$ cat config.mk
export PLATFORM = sky130hd
export DESIGN_NAME = skolem_cex_scanner
export DESIGN_NICKNAME = d
export VERILOG_FILES = /design/src/rtl/skolem_cex_scanner.sv
export SDC_FILE = /design/constraint.sdc
export NUM_CORES = 1
export LEC_CHECK = 0
export ABC_CLOCK_PERIOD_IN_PS = 4150
export CORE_ASPECT_RATIO = 1.75
export CORE_UTILIZATION = 40
export DETAILED_ROUTE_END_ITERATION = 12
export PLACE_DENSITY_LB_ADDON = 0.05
export SYNTH_ARGS = -nofsm -noshare
export SYNTH_HDL_FRONTEND = slang
export SYNTH_SLANG_ARGS = --single-unit
$ cat constraint.sdc
create_clock -name clk -period 4.15 [get_ports clk]
set_clock_uncertainty 0.1 [all_clocks]
set_input_delay 0.83 -clock clk [delete_from_list [all_inputs] [get_ports clk]]
set_output_delay 0.83 -clock clk [all_outputs]
set_load 0.05 [all_outputs]
$ cat src/rtl/skolem_cex_scanner.sv
// skolem_cex_scanner
// Walks every assignment of the universal inputs X (0 .. 2^NX-1, ascending),
// offers each one to a candidate Skolem netlist over a valid/ready handshake,
// captures the candidate's existential response Y and presents the (X, Y)
// pair to an external specification evaluator. Tracks the number of failing
// vectors and the first counterexample, and can stop at the first failure.
//
// Ports
//   clk, rst          rising-edge clock, asynchronous active-high reset
//   start             one-cycle scan request, honoured only while idle
//   stop_on_fail      latched at start: end the scan at the first failure
//   x_valid/x_ready   X handshake towards the candidate, x_out = current X
//   y_valid/y_in      candidate response (only accepted while waiting for Y)
//   phi_x/phi_y       (X, Y) pair shown to the evaluator
//   phi_ok            evaluator verdict, sampled in the check cycle
//   busy, done        scan in progress / one-cycle end-of-scan pulse
//   pass, fail_count  result of the last completed (or current) scan
//   cex_x, cex_y      first failing vector of the scan
module skolem_cex_scanner #(
    parameter int NX = 4,
    parameter int NY = 9
) (
    input  logic          clk,
    input  logic          rst,
    input  logic          start,
    input  logic          stop_on_fail,
    output logic          x_valid,
    input  logic          x_ready,
    output logic [NX-1:0] x_out,
    input  logic          y_valid,
    input  logic [NY-1:0] y_in,
    output logic [NX-1:0] phi_x,
    output logic [NY-1:0] phi_y,
    input  logic          phi_ok,
    output logic          busy,
    output logic          done,
    output logic          pass,
    output logic [NX:0]   fail_count,
    output logic [NX-1:0] cex_x,
    output logic [NY-1:0] cex_y
);

    typedef enum logic [2:0] {
        ST_IDLE   = 3'd0,
        ST_ISSUE  = 3'd1,
        ST_WAIT_Y = 3'd2,
        ST_CHECK  = 3'd3,
        ST_DONE   = 3'd4
    } state_t;

    localparam logic [NX-1:0] X_LAST = {NX{1'b1}};

    state_t        state_q, state_d;
    logic [NX-1:0] x_q, x_d;
    logic [NY-1:0] y_q, y_d;
    logic [NX:0]   fail_cnt_q, fail_cnt_d;
    logic [NX-1:0] cex_x_q, cex_x_d;
    logic [NY-1:0] cex_y_q, cex_y_d;
    logic          pass_q, pass_d;
    logic          stop_q, stop_d;
    logic          x_valid_q, busy_q, done_q;
    logic          vec_fail_s;

    // Next-state and datapath updates for the scan sequencer.
    always_comb begin
        state_d    = state_q;
        x_d        = x_q;
        y_d        = y_q;
        fail_cnt_d = fail_cnt_q;
        cex_x_d    = cex_x_q;
        cex_y_d    = cex_y_q;
        pass_d     = pass_q;
        stop_d     = stop_q;
        vec_fail_s = 1'b0;

        case (state_q)
            ST_IDLE: begin
                if (start) begin
                    fail_cnt_d = {(NX+1){1'b0}};
                    cex_x_d    = {NX{1'b0}};
                    cex_y_d    = {NY{1'b0}};
                    pass_d     = 1'b0;
                    stop_d     = stop_on_fail;
                    x_d        = {NX{1'b0}};
                    state_d    = ST_ISSUE;
                end else begin
                    state_d = ST_IDLE;
                end
            end
            ST_ISSUE: begin
                // x_q is untouched here, so X stays stable under backpressure.
                if (x_ready) begin
                    state_d = ST_WAIT_Y;
                end else begin
                    state_d = ST_ISSUE;
                end
            end
            ST_WAIT_Y: begin
                if (y_valid) begin
                    y_d     = y_in;
                    state_d = ST_CHECK;
                end else begin
                    state_d = ST_WAIT_Y;
                end
            end
            ST_CHECK: begin
                vec_fail_s = ~phi_ok;
                if (vec_fail_s) begin
                    if (fail_cnt_q == {(NX+1){1'b0}}) begin
                        cex_x_d = x_q;
                        cex_y_d = y_q;
                    end else begin
                        cex_x_d = cex_x_q;
                    end
                    // At most 2^NX failures, which always fits in NX+1 bits.
                    fail_cnt_d = fail_cnt_q + {{NX{1'b0}}, 1'b1};
                end else begin
                    fail_cnt_d = fail_cnt_q;
                end
                if ((vec_fail_s && stop_q) || (x_q == X_LAST)) begin
                    // Verdict is settled on entry to DONE so it is valid with the pulse.
                    pass_d  = (fail_cnt_d == {(NX+1){1'b0}});
                    state_d = ST_DONE;
                end else begin
                    x_d     = x_q + {{(NX-1){1'b0}}, 1'b1};
                    state_d = ST_ISSUE;
                end
            end
            ST_DONE: begin
                state_d = ST_IDLE;
            end
            default: begin
                state_d = ST_IDLE;
            end
        endcase
    end

    // State, datapath and registered handshake/status outputs.
    always_ff @(posedge clk or posedge rst) begin
        if (rst) begin
            state_q    <= ST_IDLE;
            x_q        <= {NX{1'b0}};
            y_q        <= {NY{1'b0}};
            fail_cnt_q <= {(NX+1){1'b0}};
            cex_x_q    <= {NX{1'b0}};
            cex_y_q    <= {NY{1'b0}};
            pass_q     <= 1'b0;
            stop_q     <= 1'b0;
            x_valid_q  <= 1'b0;
            busy_q     <= 1'b0;
            done_q     <= 1'b0;
        end else begin
            state_q    <= state_d;
            x_q        <= x_d;
            y_q        <= y_d;
            fail_cnt_q <= fail_cnt_d;
            cex_x_q    <= cex_x_d;
            cex_y_q    <= cex_y_d;
            pass_q     <= pass_d;
            stop_q     <= stop_d;
            x_valid_q  <= (state_d == ST_ISSUE);
            busy_q     <= (state_d == ST_ISSUE) || (state_d == ST_WAIT_Y) ||
                          (state_d == ST_CHECK);
            done_q     <= (state_d == ST_DONE);
        end
    end

    assign x_valid    = x_valid_q;
    assign x_out      = x_q;
    assign phi_x      = x_q;
    assign phi_y      = y_q;
    assign busy       = busy_q;
    assign done       = done_q;
    assign pass       = pass_q;
    assign fail_count = fail_cnt_q;
    assign cex_x      = cex_x_q;
    assign cex_y      = cex_y_q;

endmodule

# ---- Word-level counts from Yosys, hierarchy flattened
# Index checks and enable logic that the tools add are counted.
# W data, S select, Z words.
dict set report totals {
  regBits 39
  inputBits 16
  out_inout_bits 39
  word_cells 63
}
dict set report classes {
  add_sub_neg 2
  eq_ne 13
  mux 22
  bitwise_logic 1
  n_reduce_logical 14
}
# cell count
set ops {}
lappend ops {{$mux W9} 3}
lappend ops {{$pmux W9 S2} 1}
lappend ops {{$mux W4} 4}
lappend ops {{$pmux W4 S2} 2}
lappend ops {{$mux W5} 3}
lappend ops {{$eq A3 B2 Y1 const B} 4}
lappend ops {{$pmux W3 S4} 1}
lappend ops {{$logic_not A5 Y1} 2}
lappend ops {{$ne A2 B2 Y1 const B} 5}
lappend ops {{$pmux W5 S2} 1}
lappend ops {{$eq A3 B1 Y1 const B} 2}
lappend ops {{$reduce_and A2 Y1} 3}
lappend ops {{$reduce_and A3 Y1} 2}
lappend ops {{$add A5 B1 Y5 const B} 1}
lappend ops {{$add A4 B1 Y4 const B} 1}
lappend ops {{$eq A4 B4 Y1 const B} 1}
lappend ops {{$mux W1} 4}
lappend ops {{$reduce_and A4 Y1} 1}
lappend ops {{$eq A3 B3 Y1 const B} 1}
lappend ops {{$logic_not A3 Y1} 1}
lappend ops {{$logic_or A1 B1 Y1} 3}
lappend ops {{$mux W3} 1}
lappend ops {{$mux W2} 1}
lappend ops {{$pmux W1 S2} 1}
lappend ops {{other kinds (3)} 3}

# ---- Longest topological paths before layout
# Gate-level depths: netlist (run 1).
dict set report depth {
  ltp_word 8
  ltp_mapped 6
  depth_no_buf 5
}

# ---- Worst setup path after synthesis (run 1)
# Ideal clock, no wire load.
dict set report synth_timing {
  kind {reg2out}
  startpoint {register x_q[2] (netlist: phi_x[2])}
  endpoint {output x_out[2]}
  arrival_ns 1.052
  t_required_ns 3.220
  path_slack_ns 2.168
  path_stages_with_launch 2
  path_buffers 1
  path_cell_list {dfrtp_1 -> buf_4}
}
# element line_no
set synth_rtl {}
lappend synth_rtl {{start: declaration} 54} ;# logic [NX-1:0] x_q, x_d;
lappend synth_rtl {{start signal: assignment} 142} ;# x_q <= {NX{1'b0}};
lappend synth_rtl {{end: declaration} 29} ;# output logic [NX-1:0] x_out,
# No word-level cell between the ends.

# ---- Worst setup path in the final report (run 1)
dict set report layout_timing {
  startpoint {input start}
  endpoint {register fail_cnt_q[0] (netlist: fail_count[0])}
}
dict set report layout_via {
  elab_chain_cells 2
}
# element line_no
set layout_lines {}
lappend layout_lines {{start: declaration} 25} ;# input logic start,
lappend layout_lines {{$ne A2 B2 Y1 (no source line)} --}
lappend layout_lines {{$reduce_and A2 Y1 (no source line)} --}
lappend layout_lines {{end signal: assignment} 144} ;# fail_cnt_q <= {(NX+1){1'b0}};
lappend layout_lines {{end signal: assignment} 156} ;# fail_cnt_q <= fail_cnt_d;
lappend layout_lines {{end: declaration} 56} ;# logic [NX:0] fail_cnt_q, fail_cnt_d;
# No other way between the ends.
# A chain may end at the register's enable or synchronous reset.

==> results of run 1 <==
power by group through the flow:
stage | logic [W] | registers [W] | clock network [W]
2_1_floorplan | 0.000357 | 0.000949 | 0
3_3_place_gp | 0.000980 | 0.000603 | 0
3_5_place_dp | 0.000991 | 0.000610 | 0
4_1_cts | 0.000996 | 0.000603 | 0.000250
5_1_grt | 0.00105 | 0.000615 | 0.000263
6_report | 0.000985 | 0.000601 | 0.000243
cells in the mapped netlist:
cell and n:
o21ai_0 15, a311oi_4 1, o31ai_1 2, a311o_1 1, a21boi_0 2, nand2b_1 1, and2b_1 1, mux2i_1 16
inv_1 19, nand3_1 5, a31oi_1 2, ha_1 3, buf_2 3, mux2_2 1, nand4_1 1, nor3_1 1
a311oi_1 1, nor2_1 5, nand3b_1 1, o41ai_1 2, clkbuf_1 1, and2_1 1, xnor2_1 2, a211oi_1 1
or4b_1 1, o31a_1 1, nor2b_1 4, dfrtp_1 39, and3_1 3, buf_6 2, a21oi_1 1, nand2_1 29
and4_1 1, nand4b_2 1, nand3b_2 1, a32o_1 1, buf_4 5
logic make-up after synthesis:
family / after synthesis / share of synthesized area, %
AO/OA/AOI/OAI: 30 / 11.5
XOR/XNOR: 2 / 0.950
adder cells (fa/ha/maj): 3 / 2.04
buffers and inverters: 30 / 8.14
flip-flops: 39 / 52.9
multiplexers: 17 / 9.29
AND/OR/NAND/NOR: 56 / 15.2
registers in the layout, indices dropped and copies added, names as in the netlist, 3 cells and up:
name / count
fail_count: 5
state_q: 3
cex_x: 4
phi_x: 4
cex_y: 9
phi_y: 9
cell type report:
class | count | area share (%)
flip-flops and latches | 39 | 39.7
multi-input cells | 108 | 29.2
inverters | 19 | 2.90
clock inverters | 1 | 0.204
well taps | 51 | 2.60
repair buffers | 55 | 22.3
clock buffers | 7 | 3.10
placed cells by master, fill, tap and decap left out, drive strengths merged, types with 2 or more instances in the layout:
cell type	n
clkdlybuf4s50	54
inv	19
mux2i	16
o31ai	2
dfrtp	39
xnor2	2
ha	3
o41ai	2
nor2	5
a31oi	2
nand3	5
a311oi	2
clkbuf	7
nand2	29
nor2b	4
nand3b	2
o21ai	15
and3	3
a21boi	2
routing by layer:
metal	global-route usage, %	up-vias
met1	20.3	706
li1	-	694
met3	4.15	5
met2	31.4	36
met5	0	-
met4	5.92	0
path summary, 6_finish.rpt:
kind                                       to  slack [ns]  cells past startpoint
worst min register to register         stop_q        0.41                      1
worst max register to register  fail_count[0]        1.97                      4
max in group asynchronous                done        2.75                      3
min in group asynchronous          state_q[1]        0.86                      3
worst max-delay path            fail_count[0]        1.47                      5
worst min-delay path                   stop_q        0.41                      1
stage by stage:
stage | setup WS (ns) | cell area (um2) | total power, W | util, %
finish | 1.47 | 2460 | 0.00183 | 55.8
global placement | 1.24 | 2380 | 0.00158 | 54.0
CTS | 1.45 | 2460 | 0.00185 | 55.8
detailed placement | 1.15 | 2380 | 0.00160 | 54.0
floorplan | 2.17 | 1840 | 0.00131 | -
global route | 1.38 | 2460 | 0.00193 | 55.8
==> impl_metrics.json, run 1 <==
{
  "crit_fanout": 20,
  "core_um2": 4400,
  "gp_congestion": 0.763,
  "hpwl_mm": 2.88,
  "grt_pass1_vias": 1525,
  "power.leakage_nw": 1.15,
  "tightestPinTransition_ns": 0.658,
  "grt_usage_pct": 17.9,
  "rsz0062_at_grt": "false",
  "p_clk_share_pct": 13.3,
  "start_util_pct": 41.9,
  "crit_path_cell_trace": "clkdlybuf4s50_1 > or4b_1 > and2_1 > o21ai_0 > o31ai_1",
  "hp-start": "stop_q",
  "synth_top_area_share_pct": 52.9,
  "arrival_ns": 2.73,
  "wire_per_inst_um": 13.9,
  "grt_max_degree": 40,
  "num_antenna_cells": 0,
  "synth_area_leaders": "dfrtp_1 53%, mux2i_1 8.7%, nand2_1 5.9%",
  "cts_tree": "yes",
  "hold_viol": 0,
  "hold_path_class": "flop to flop",
  "post_cts_resized": 0,
  "worst_setup_path_end_kind": "flop",
  "synthesis.area_um2": 1840,
  "top_layer_used": "met4",
  "post_cts_buffers": 0,
  "drive_above_1_share_pct": 4.80,
  "syn_to_final_growth_pct": 33.3,
  "powerDensity_nw_per_um2": 744,
  "drt_iter0_drc": 10,
  "cap_violations": 0,
  "nFillCells": 400,
  "wl_met3_um": 155,
  "slew-limit-headroom_pct": 56.1,
  "port_buffers": 54,
  "cpPeakStageDelay_ns": 0.78,
  "dr_wl_met2_mm": 2.08,
  "cts_hold_buf": 0,
  "grt_pass1_wl_mm": 6.59,
  "combPwrFrac_pct": 53.9,
  "cts_buffers": 5,
  "drcViolationCount": 0,
  "status": "finished, final reports clean",
  "swShare_pct": 47.9,
  "vdd_ir_drop_max_v": 0.000465,
  "fin_tns_setup_ns": 0,
  "ioPinCount": 55,
  "final_nets": 247,
  "clock_latency_ns": 0.28,
  "r2r-start": "state_q[1]",
  "pwr-share-seq_pct": 32.9,
  "clock-sinks": 39,
  "die_h_um": 91.8,
  "slowest_stage": "or4b_1",
  "clk_pin_slew_ns": 0.07,
  "regArea_um2": 976,
  "overflow": 0,
  "crit_buf_inv": 1,
  "hold_ws_ns": 0.410,
  "finalNonFillerCells": 280,
  "dieArea_um2": 4900,
  "setup-violations-final": 0,
  "cp.required_ns": 4.20,
  "yosys_warnings": 0,
  "cts_buffer_depth": 2,
  "h-tree-depth": 2,
  "antenna_found_initial": 0,
  "slew_violations": 0,
  "fmax_mhz": 374,
  "vias": 1441,
  "synth_fp_nets": 196,
  "ys_types": 37,
  "cts-root-buf": "clkbuf_8",
  "avgSynthCellArea_um2": 10.4,
  "die_w_um": 53.3,
  "p_int_w": 0.000952,
  "viasPerCell": 5.15,
  "start_kind": "input port",
  "crit_family": "simple AND/OR/NAND/NOR gates",
  "synthCells": 177,
  "yosysTopAreaCell": "dfrtp_1",
  "place_inst": 272,
  "ys_ff_latch": 39,
  "rows": 32,
  "fin_crit_ns": 2.68,
  "ys_seq_area_share_pct": 52.9,
  "cp-startpoint": "start",
  "wl_mm": 3.90,
  "firstDrtPassIters": 4,
  "multi_input_area_um2": 718,
  "p_sw_w": 0.000876,
  "wl_met1_mm": 1.61,
  "setup.worst_path.class": "input port to flop",
  "antenna_left": 0,
  "fin_crit_sh_pct": 64.5
}
(Power assumes the default switching activity.)
==> run 2: changes to the inputs <==
Settings changed: ABC_CLOCK_PERIOD_IN_PS 4150 to 2700.
Clock period 4.15 ns to 2.7 ns, I/O delays scaled along.
==> impl_metrics.json, run 2 (synthesized netlist as in run 1, its figures left out) <==
{
  "final_common_cell": "clkdlybuf4s50_1",
  "r2r-start": "state_q[0]",
  "ff2ff_path_depth": 4,
  "gp_congestion": 0.833,
  "cp.required_ns": 2.06,
  "r2r_setup_slack_ns": 0.62,
  "hold_path_class": "flop to flop",
  "r2r-end": "cex_y[6]",
  "clock-sinks": 39,
  "hold_viol": 0,
  "wl_mm": 4.15,
  "final_cell_mix": "54 x clkdlybuf4s50_1, 39 x dfrtp_1, 29 x nand2_1, 19 x inv_1, 16 x mux2i_1",
  "viasPerCell": 5.16,
  "slowest_stage": "clkdlybuf4s50_1",
  "overflow": 0,
  "fin_crit_sh_pct": 86.5,
  "cap_violations": 0,
  "power.leakage_nw": 1.17,
  "dieArea_um2": 4900,
  "holdPathStages": 1,
  "num_antenna_cells": 0,
  "rsz0062_at_grt": "false",
  "grt_usage_pct": 19.3,
  "cts_hold_buf": 0,
  "fin_tns_setup_ns": 0,
  "setup-violations-final": 0,
  "vdd_ir_drop_max_v": 0.000711,
  "arrival_ns": 1.70,
  "die_h_um": 91.8,
  "drcViolationCount": 0,
  "start_kind": "flop",
  "tightestPinTransition_ns": 0.579,
  "antenna_found_initial": 0,
  "cts-root-buf": "clkbuf_8",
  "slew_violations": 0,
  "worst_setup_path_end_kind": "output port",
  "syn_to_final_growth_pct": 35.7,
  "fin_crit_ns": 2.34,
  "powerDensity_nw_per_um2": 1180,
  "slew-limit-headroom_pct": 61.3,
  "crit_fanout": 9,
  "h-tree-depth": 2,
  "vias": 1451,
  "rows": 32,
  "fmax_mhz": 428,
  "port_buffers": 54,
  "post_cts_buffers": 0,
  "drt_iter0_drc": 28,
  "crit_family": "buffers and inverters",
  "hp-start": "stop_q",
  "grt_max_degree": 40,
  "start_util_pct": 41.9,
  "grt_pass1_vias": 1507,
  "setup.worst_path.class": "flop to output port",
  "grt_pass1_wl_mm": 6.94,
  "hpwl_mm": 3.10,
  "cts_buffers": 5,
  "crit_path_cell_trace": "clkdlybuf4s50_1",
  "post_cts_resized": 0,
  "clock_latency_ns": 0.28,
  "antenna_left": 0,
  "status": "finished, final reports clean",
  "holdPathEnd": "stop_q",
  "cpPeakStageDelay_ns": 0.87,
  "power_w": 0.00296,
  "cts_tree": "yes",
  "firstDrtPassIters": 4,
  "ioPinCount": 55,
  "final_nets": 248,
  "die_w_um": 53.3,
  "drive_above_1_share_pct": 6.09,
  "wire_per_inst_um": 14.8,
  "clk_pin_slew_ns": 0.07,
  "crit_buf_inv": 1,
  "cts_buffer_depth": 2,
  "core_um2": 4400
}
[run 2: changes by cell type in the layout (fill, tap and decap cells not counted), sizes merged]
cell and change:
buf +1, bufinv +1, clkbuf -1
[run 2: how the worst max path moves through the flow]
stage	from	end	slack, ns	cells past startpoint
floorplan	fail_count[1]	pass	0.76	5
global placement	phi_ok	cex_y[8]	0.38	4
detailed placement	phi_ok	cex_y[2]	0.28	4
CTS	phi_x[3]	x_out[3]	0.35	1
global route	phi_x[2]	x_out[2]	0.30	1
finish	phi_x[2]	phi_x[2]	0.36	1
[run 2: power by group]
group | switching, W | internal (W)
sequential | 0.000168 | 0.000768
combinational | 0.00101 | 0.000520
clock | 0.000193 | 0.000299
[run 2: worst register-to-register path: cells and delay by family, from the launching register on]
| kind | cells | cell delay (ns) |
|---|---|---|
| DFF | 1 | 0.51 |
| muxes | 1 | 0.34 |
| and+or+nand+nor | 3 | 1.05 |
[run 2: per-layer routing]
metal | vias to the layer above | share of wire [%] | wire length, um | track usage [%]
li1 | 694 | - | - | -
met1 | 710 | 38 | 1580 | 21.7
met2 | 38 | 55 | 2280 | 32.8
met3 | 9 | 4.6 | 190 | 4.31
met4 | 0 | 2.6 | 106 | 9.43
met5 | - | 0 | 0 | 0
[run 2: layout make-up]
class | count | area, um2
flip-flops and latches | 39 | 976
well taps | 51 | 63.8
fillers | 406 | 1900
clock buffers | 6 | 82.6
repair buffers | 56 | 556
multi-input cells | 108 | 718
clock inverters | 2 | 35.0
inverters | 19 | 71.3
[run 2: metrics by stage]
stage / worst slack, ns / instances / util [%] / hold slack, ns / instance area [um2]
floorplan: 0.764 / 177 / - / 0.365 / 1840
global placement: 0.377 / 273 / 54.1 / 0.393 / 2380
detailed placement: 0.277 / 273 / 54.1 / 0.395 / 2380
CTS: 0.352 / 281 / 56.8 / 0.424 / 2500
global route: 0.302 / 281 / 56.8 / 0.450 / 2500
finish: 0.363 / 281 / 56.8 / 0.421 / 2500
